[config.mk]
export PLATFORM = sky130hd
export DESIGN_NAME = adex_neuron
export DESIGN_NICKNAME = d
export VERILOG_FILES = /design/src/rtl/adex_pkg.sv /design/src/rtl/adex_exp_term.sv /design/src/rtl/adex_neuron.sv
export SDC_FILE = /design/constraint.sdc
export NUM_CORES = 1
export LEC_CHECK = 0
export CELL_PAD_IN_SITES_DETAIL_PLACEMENT = 0
export CELL_PAD_IN_SITES_GLOBAL_PLACEMENT = 2
export CORE_ASPECT_RATIO = 0.5
export CORE_MARGIN = 2
export CORE_UTILIZATION = 34
export DETAILED_ROUTE_END_ITERATION = 10
export PLACE_DENSITY_LB_ADDON = 0.1
export RECOVER_POWER = 50
export SKIP_LAST_GASP = 1
export SLEW_MARGIN = 20
export SYNTH_ARGS = -nofsm -noshare
export SYNTH_HDL_FRONTEND = slang
export SYNTH_SLANG_ARGS = --single-unit
[constraint.sdc]
create_clock -name clk -period 5.27 [get_ports clk]
set_input_delay 1.3175 -clock clk [delete_from_list [all_inputs] [get_ports clk]]
set_output_delay 1.3175 -clock clk [all_outputs]
set_load 0.02 [all_outputs]
[src/rtl/adex_pkg.sv]
// Shared constants, intermediate type and clamp helper for the AdEx neuron.
package adex_pkg;

    localparam int unsigned DefWidth     = 8;
    localparam int unsigned DefVT        = 128;
    localparam int unsigned DefVPeak     = 240;
    localparam int unsigned DefVReset    = 32;
    localparam int unsigned DefBInc      = 16;
    localparam int unsigned DefLeakShift = 3;
    localparam int unsigned DefExpShift  = 4;
    localparam int unsigned DefWShift    = 4;
    localparam int unsigned DefRefrac    = 4;

    // Signed intermediate at the default width: three guard bits cover sign and carries.
    typedef logic signed [DefWidth+2:0] acc_t;

    function automatic int clamp_val(int x, int hi);
        if (x < 0) begin
            return 0;
        end
        if (x > hi) begin
            return hi;
        end
        return x;
    endfunction

endpackage

[src/rtl/adex_exp_term.sv]
// Combinational exponential term: 1 << min((v - V_T) >> EXP_SHIFT, WIDTH-1) above V_T, else 0.
module adex_exp_term #(
    parameter int unsigned WIDTH     = 8,
    parameter int unsigned V_T       = 128,
    parameter int unsigned EXP_SHIFT = 4
) (
    input  logic [WIDTH-1:0] v,
    output logic [WIDTH-1:0] exp_val
);

    int unsigned v_ext;
    int unsigned k;

    always_comb begin
        v_ext   = 32'(v);
        k       = 0;
        exp_val = '0;
        if (v_ext > V_T) begin
            k = (v_ext - V_T) >> EXP_SHIFT;
            if (k > WIDTH - 1) begin
                k = WIDTH - 1;
            end
            exp_val = WIDTH'(1) << k;
        end
    end

endmodule

[src/rtl/adex_neuron.sv]
// Adaptive exponential integrate-and-fire neuron with spike-triggered adaptation,
// absolute refractory period and update-enable strobe.
module adex_neuron
    import adex_pkg::*;
#(
    parameter int unsigned WIDTH      = DefWidth,
    parameter int unsigned V_T        = DefVT,
    parameter int unsigned V_PEAK     = DefVPeak,
    parameter int unsigned V_RESET    = DefVReset,
    parameter int unsigned B_INC      = DefBInc,
    parameter int unsigned LEAK_SHIFT = DefLeakShift,
    parameter int unsigned EXP_SHIFT  = DefExpShift,
    parameter int unsigned W_SHIFT    = DefWShift,
    parameter int unsigned REFRAC     = DefRefrac
) (
    input  logic             clk,
    input  logic             rst_n,
    input  logic             en,
    input  logic [WIDTH-1:0] current,
    output logic             spike,
    output logic [WIDTH-1:0] state,
    output logic [WIDTH-1:0] adapt,
    output logic             refractory
);

    localparam int unsigned AccW   = WIDTH + 3;
    localparam int unsigned CntW   = (REFRAC > 0) ? $clog2(REFRAC + 1) : 1;
    localparam int          MaxVal = int'((64'd1 << WIDTH) - 64'd1);

    logic [WIDTH-1:0]       v_q, v_d, w_q, w_d;
    logic [CntW-1:0]        cnt_q, cnt_d;
    logic                   spike_q, spike_d, refr_q, refr_d;
    logic [WIDTH-1:0]       exp_val, w_decay;
    logic signed [AccW-1:0] v_acc, w_acc;

    adex_exp_term #(
        .WIDTH    (WIDTH),
        .V_T      (V_T),
        .EXP_SHIFT(EXP_SHIFT)
    ) u_exp_term (
        .v      (v_q),
        .exp_val(exp_val)
    );

    always_comb begin
        v_d     = v_q;
        w_d     = w_q;
        cnt_d   = cnt_q;
        spike_d = 1'b0;
        w_decay = w_q - (w_q >> W_SHIFT);
        v_acc   = AccW'(v_q) - AccW'(v_q >> LEAK_SHIFT) + AccW'(current)
                + AccW'(exp_val) - AccW'(w_q);
        w_acc   = AccW'(w_decay) + AccW'(B_INC);
        if (en) begin
            if (cnt_q != '0) begin
                v_d   = WIDTH'(V_RESET);
                w_d   = w_decay;
                cnt_d = cnt_q - CntW'(1);
            end else if (v_acc >= $signed(AccW'(V_PEAK))) begin
                // Spike is judged on the unclamped sum.
                v_d     = WIDTH'(V_RESET);
                w_d     = WIDTH'(clamp_val(int'(w_acc), MaxVal));
                cnt_d   = CntW'(REFRAC);
                spike_d = 1'b1;
            end else begin
                v_d = WIDTH'(clamp_val(int'(v_acc), MaxVal));
                w_d = w_decay;
            end
        end
        refr_d = (cnt_d != '0);
    end

    always_ff @(posedge clk) begin
        if (!rst_n) begin
            v_q     <= '0;
            w_q     <= '0;
            cnt_q   <= '0;
            spike_q <= 1'b0;
            refr_q  <= 1'b0;
        end else begin
            v_q     <= v_d;
            w_q     <= w_d;
            cnt_q   <= cnt_d;
            spike_q <= spike_d;
            refr_q  <= refr_d;
        end
    end

    assign state      = v_q;
    assign adapt      = w_q;
    assign spike      = spike_q;
    assign refractory = refr_q;

endmodule
Yosys cells after proc, flatten, opt, wreduce, memory -nomap -nowiden

Index checks and enable logic that the tools add are counted.

$lt $le $gt $ge: 7
Muxes and demuxes: 35
Bitwise logic cells: 2
Add/sub/neg operators: 8
Shift operators: 1
Reductions and logical operators: 3

Operator list:

| kind                                                                   | number |
|---|---|
| 8-bit 2-to-1 mux                                                       | 11 |
| 32-bit 2-to-1 mux                                                      | 1 |
| 1-bit by 32-bit left shift with 8-bit output, first input constant     | 1 |
| 28-bit by 3-bit > comparator with 1-bit output, second input constant  | 1 |
| 28-bit 2-to-1 mux                                                      | 1 |
| 1-bit 2-to-1 mux                                                       | 19 |
| 10-bit by 9-bit adder with 11-bit output                               | 1 |
| 11-bit by 9-bit >= comparator with 1-bit output, second input constant | 1 |
| 11-bit by 9-bit > comparator with 1-bit output, second input constant  | 1 |
| 11-bit by 1-bit < comparator with 1-bit output, second input constant  | 1 |
| 11-bit by 8-bit subtractor with 11-bit output                          | 1 |
| 9-bit by 9-bit adder with 10-bit output                                | 1 |
| 8-bit by 5-bit adder with 9-bit output, second input constant          | 1 |
| 9-bit by 8-bit > comparator with 1-bit output, second input constant   | 1 |
| 9-bit by 1-bit < comparator with 1-bit output, second input constant   | 1 |
| 3-bit 2-to-1 mux                                                       | 3 |
| 8-bit by 5-bit subtractor with 9-bit output                            | 1 |
| 8-bit by 8-bit subtractor with 9-bit output, second input constant     | 1 |
| 8-bit > comparator, second input constant                              | 1 |
| 8-bit by 4-bit subtractor with 8-bit output                            | 1 |
| 3-bit nonzero test                                                     | 2 |
| 3-bit OR reduction                                                     | 1 |
| 3-bit by 1-bit subtractor with 3-bit output, second input constant     | 1 |
| 1-bit NOT                                                              | 2 |

Register bits after elaboration: 21
Output and inout port bits: 18
Input bits: 11
Word-level logic and storage cells: 61

Longest topological paths before layout

Depth in word-level cells: 21
Gate-level depth with buffers: 21
Mapped depth without buffers: 20

By module

From an unflattened synthesis, not the netlist that was laid out.

Cell total of the unflattened synthesis: 307
Area, all modules: 2,555.0 µm²

By module, submodules not included:

| module        | instances | cells each | area an instance (µm²) |
|---|---|---|---|
| adex_neuron   | 1         | 293        | 2,474.9 |
| adex_exp_term | 1         | 14         | 80.1 |

Least setup slack after synthesis

Ideal clock, no wire load.

Path kind: input-to-reg
Start: input current[1]
End: register refr_q (netlist: refractory)
Slack: 0.679 ns
Required time: 5.153 ns
Buffers on the path: 0
Setup time: 0.117 ns
Arrival time: 4.473 ns
Stages: 15
Cell sequence: inv_1 > fa_1 > inv_1 > fa_1 > ha_1 > inv_1 > fa_1 > nor2b_1 > o311a_1 > o31a_1 > nor2_1 > a311oi_4 > nand2_1 > a21o_1 > a32o_1

Word-level cells in the longest chain between the ends: 8

Ends and longest elaborated chain:

| item                                            | line              | source |
|---|---|---|
| start: declaration                              | adex_neuron.sv:19 | `input logic [WIDTH-1:0] current,` |
| 9-bit by 9-bit adder with 10-bit output         | adex_neuron.sv:51 | `v_acc = AccW'(v_q) - AccW'(v_q >> LEAK_SHIFT) + AccW'(current)` |
| 10-bit by 9-bit adder with 11-bit output        | adex_neuron.sv:52 | `+ AccW'(exp_val) - AccW'(w_q);` |
| 11-bit by 8-bit subtractor with 11-bit output   | adex_neuron.sv:52 |  |
| 11-bit by 9-bit >= comparator with 1-bit output | adex_neuron.sv:59 | `end else if (v_acc >= $signed(AccW'(V_PEAK))) begin` |
| 3-bit 2-to-1 mux                                | adex_neuron.sv:59 |  |
| 3-bit 2-to-1 mux                                | adex_neuron.sv:55 | `if (cnt_q != '0) begin` |
| 3-bit 2-to-1 mux                                | adex_neuron.sv:54 | `if (en) begin` |
| 3-bit nonzero test                              | adex_neuron.sv:70 | `refr_d = (cnt_d != '0);` |
| end signal: assignment                          | adex_neuron.sv:85 | `refr_q <= refr_d;` |
| end: declaration                                | adex_neuron.sv:32 | `logic spike_q, spike_d, refr_q, refr_d;` |

Every way passes these cells.
A chain may end at the register's enable or synchronous reset.

Final worst setup path

Start: input current[1]
End: register w_q[7] (netlist: adapt[7])

Word-level cells in the longest chain between the ends: 6

Ends and longest elaborated chain:

| item                                            | line              | source |
|---|---|---|
| 9-bit by 9-bit adder with 10-bit output         | adex_neuron.sv:51 |  |
| 10-bit by 9-bit adder with 11-bit output        | adex_neuron.sv:52 |  |
| 11-bit by 8-bit subtractor with 11-bit output   | adex_neuron.sv:52 |  |
| 11-bit by 9-bit >= comparator with 1-bit output | adex_neuron.sv:59 |  |
| 8-bit 2-to-1 mux                                | adex_neuron.sv:59 |  |
| 8-bit 2-to-1 mux                                | adex_neuron.sv:55 |  |
| end signal: assignment                          | adex_neuron.sv:82 | `w_q <= w_d;` |
| end: declaration                                | adex_neuron.sv:30 | `logic [WIDTH-1:0] v_q, v_d, w_q, w_d;` |

Every way passes these cells.

==> impl_metrics.json <==
{
  "dp_hpwl_mm": 5.712,
  "max_stage_delay_ps": 550,
  "syn-num-nets": 355,
  "multi_input_area_um2": 1827,
  "final_cells": 438,
  "status": "finished, final reports clean",
  "overflow": 0,
  "min_period_ps": 5090,
  "fill_cells": 679,
  "worstPathMaxFanout": 6,
  "wl_per_cell_um": 15.96,
  "grtUsageTotal": 0.1829,
  "r2r_end": "adapt[7]",
  "antenna_found_initial": 0,
  "synthCells": 300,
  "syn_area_um2": 2466,
  "setup_viol": 0,
  "final-max-slew-violation-count": 0,
  "rsz0062_at_grt": "true",
  "vias": 2266,
  "drt_iter0_drc": 122,
  "wirelength_mm": 6.990,
  "die_h_um": 64.22,
  "cts_buffers": 3,
  "hold_viol": 0,
  "tightest_slew_ps": 642.0,
  "clk_pin_slew_ps": 60,
  "synth_async_sr_flop_share": 0,
  "clock.fmax_mhz": 196.5,
  "portBuffers": 28,
  "cts_hold_buf": 0,
  "end_kind": "flip-flop",
  "layout.nets": 402,
  "setup_slack_ps": 180.4,
  "r2r_slack_ps": 360,
  "hold_ws_ps": 488.7,
  "drc": 0,
  "timing.hold.worst_endpoint": "cnt_q[1]",
  "crit_required_ps": 5460,
  "holdPathStages": 2,
  "cap_violations": 0,
  "ant_nets": 0,
  "clockBufferDepth": 2,
  "floorplan.io_pins": 29,
  "viasPerCell": 5.174,
  "cp.arrival_ps": 5280,
  "gp_congestion": 0.8131,
  "worst_slew_margin_rel": 0.5700,
  "syn_avg_cell_area_um2": 8.220,
  "clockRootBuffer": "clkbuf_16",
  "ff_latch_area_um2": 420.4,
  "cts_resized": 0,
  "rows": 21,
  "grt_pass1_vias": 2152,
  "hold_path.class": "flip-flop to flip-flop",
  "synthToLayoutAreaGrowth_pct": 24.71,
  "cts_tree": "done",
  "fin_util": 0.4485,
  "post-route-period-util": 0.9658,
  "die_area_um2": 7992,
  "insertion_delay_ps": 260,
  "n_antenna_cell": 0,
  "reg2reg_from": "state[4]",
  "critPathKind": "input port to flip-flop",
  "pre_cts_ws_ps": -58.86,
  "cp_cell_sequence": "clkdlybuf4s50_1, inv_1, fa_1, inv_1, fa_1, ha_1, inv_1, fa_1, nor2b_1, o311a_1, o31a_1, nor2_1, a311oi_4, nand4_1, mux2_1, a21oi_1",
  "ys_ff_latch": 21,
  "ys.flop_type": "dfxtp_1",
  "htree_levels": 1,
  "cp_slowest_cell": "fa_1",
  "dr.pass1.iters": 4,
  "placeableCoreArea_um2": 6858,
  "fp.dieW_um": 124.4,
  "initial_core_util": 0.3596,
  "fin_skew_ps": 3.448,
  "r2r_cells": 18,
  "synth_edf_count": 0,
  "synth.distinct_cells": 52,
  "grt_max_degree": 22,
  "grt_pass1_wl_mm": 11.49,
  "min-delay-start": "cnt_q[1]",
  "dp.cells": 434,
  "ys_seq_area_frac": 0.1705,
  "ys_warn_count": 0,
  "drive_gt1_frac": 0.1040,
  "cts.sinks": 21,
  "cts_setup_buffers": 0,
  "critPathLaunchType": "input port"
}
[kinds of logic (layout without fill, tap and decap cells)]
group | after synthesis | count (layout) | synth area share
simple gates | 76 | 76 | 0.1644
flops | 21 | 21 | 0.1705
xor+xnor | 19 | 19 | 0.06748
fa+ha+maj | 45 | 45 | 0.2851
compound gates | 79 | 79 | 0.2172
buf+inv | 59 | 105 | 0.09082
mux | 1 | 1 | 0.004566
[layout by cell type (no fill, tap or decap), types with 2 or more instances in the layout]
cell,n
a21o_1,5
a21oi_1,23
a31oi_1,7
buf_4,21
clkbuf_16,3
clkdlybuf4s50_1,11
dfxtp_1,21
dlygate4sd3_1,17
fa_1,19
ha_1,25
inv_1,52
nand2_1,18
nand3_1,10
nand4_1,5
nor2_1,13
nor2b_1,3
nor3_1,4
nor4_1,4
o211ai_1,2
o21a_1,3
o21ai_0,16
o21ai_2,2
o21bai_1,4
o31ai_1,2
o31ai_2,2
or3_1,4
or4_1,4
xnor2_1,15
xor2_1,4
[cells in the mapped netlist (2+ instances only)]
master,number,area share
xor2_1,4,0.014
a21o_1,5,0.015
nor2_1,13,0.020
ha_1,25,0.13
dfxtp_1,21,0.17
fa_1,19,0.15
nor3_1,5,0.010
buf_2,2,0.0041
o31ai_2,2,0.010
or4_1,4,0.012
nand3_1,10,0.020
a31oi_1,7,0.018
o21a_1,3,0.0091
nor4_1,4,0.010
nand4_1,5,0.013
inv_1,52,0.079
clkbuf_1,5,0.0076
a21oi_1,23,0.047
nand2_1,18,0.027
o31ai_1,2,0.0061
o21ai_0,16,0.032
nor2b_1,3,0.0076
o21bai_1,4,0.012
o211ai_1,2,0.0061
or3_1,4,0.010
o21ai_2,2,0.0071
xnor2_1,15,0.053
[final cells by class]
| class | count | area share |
|---|---|---|
| Clock buffer | 3 | 0.02441 |
| Clock inverter | 1 | 0.001627 |
| Timing Repair Buffer | 49 | 0.1424 |
| Inverter | 52 | 0.06347 |
| Multi-Input combinational cell | 220 | 0.5940 |
| Tap cell | 92 | 0.03743 |
| Sequential cell | 21 | 0.1367 |
[sequential cells by signal, indices dropped and copies added, names as in the netlist]
| name | count |
|---|---|
| adapt | 8 |
| spike | 1 |
| cnt_q | 3 |
| state | 8 |
| refractory | 1 |
[worst max path at each step]
stage / endpoint / cells past startpoint / slack [ps] / from
4_1_cts: adapt[7] / 16 / 180 / current[1]
3_5_place_dp: adapt[7] / 16 / -60 / current[1]
5_1_grt: adapt[7] / 16 / -30 / current[1]
6_report: adapt[7] / 16 / 180 / current[1]
2_1_floorplan: refractory / 15 / 680 / current[1]
3_3_place_gp: adapt[7] / 16 / 20 / current[1]
[metrics by stage]
step                instance area (um2)  setup TNS [ps]
finish                             3075               0
global route                       3075          -26.53
CTS                                3070               0
detailed placement                 2990          -124.7
global placement                   2990               0
floorplan                          2466               0
[metal layers]
| layer | vias up | wire, um | GRT usage |
|---|---|---|---|
| li1 | 1136 | - | - |
| met1 | 1075 | 3742 | 0.2796 |
| met2 | 53 | 2824 | 0.2657 |
| met3 | 2 | 379 | 0.03434 |
| met4 | 0 | 44 | 0.03371 |
| met5 | - | 0 | 0 |
[worst max-delay path: cells and delay by family]
family / cells / cell delay (ps)
adders and majority gates: 4 / 1620
muxes: 1 / 340
and+or+nand+nor: 3 / 420
buffers and inverters: 4 / 620
AOI/OAI and AO/OA: 4 / 940
Power is left out: the tool's default activity adds up to more than one toggle a clock period on the data nets, which glitch-free logic cannot reach.
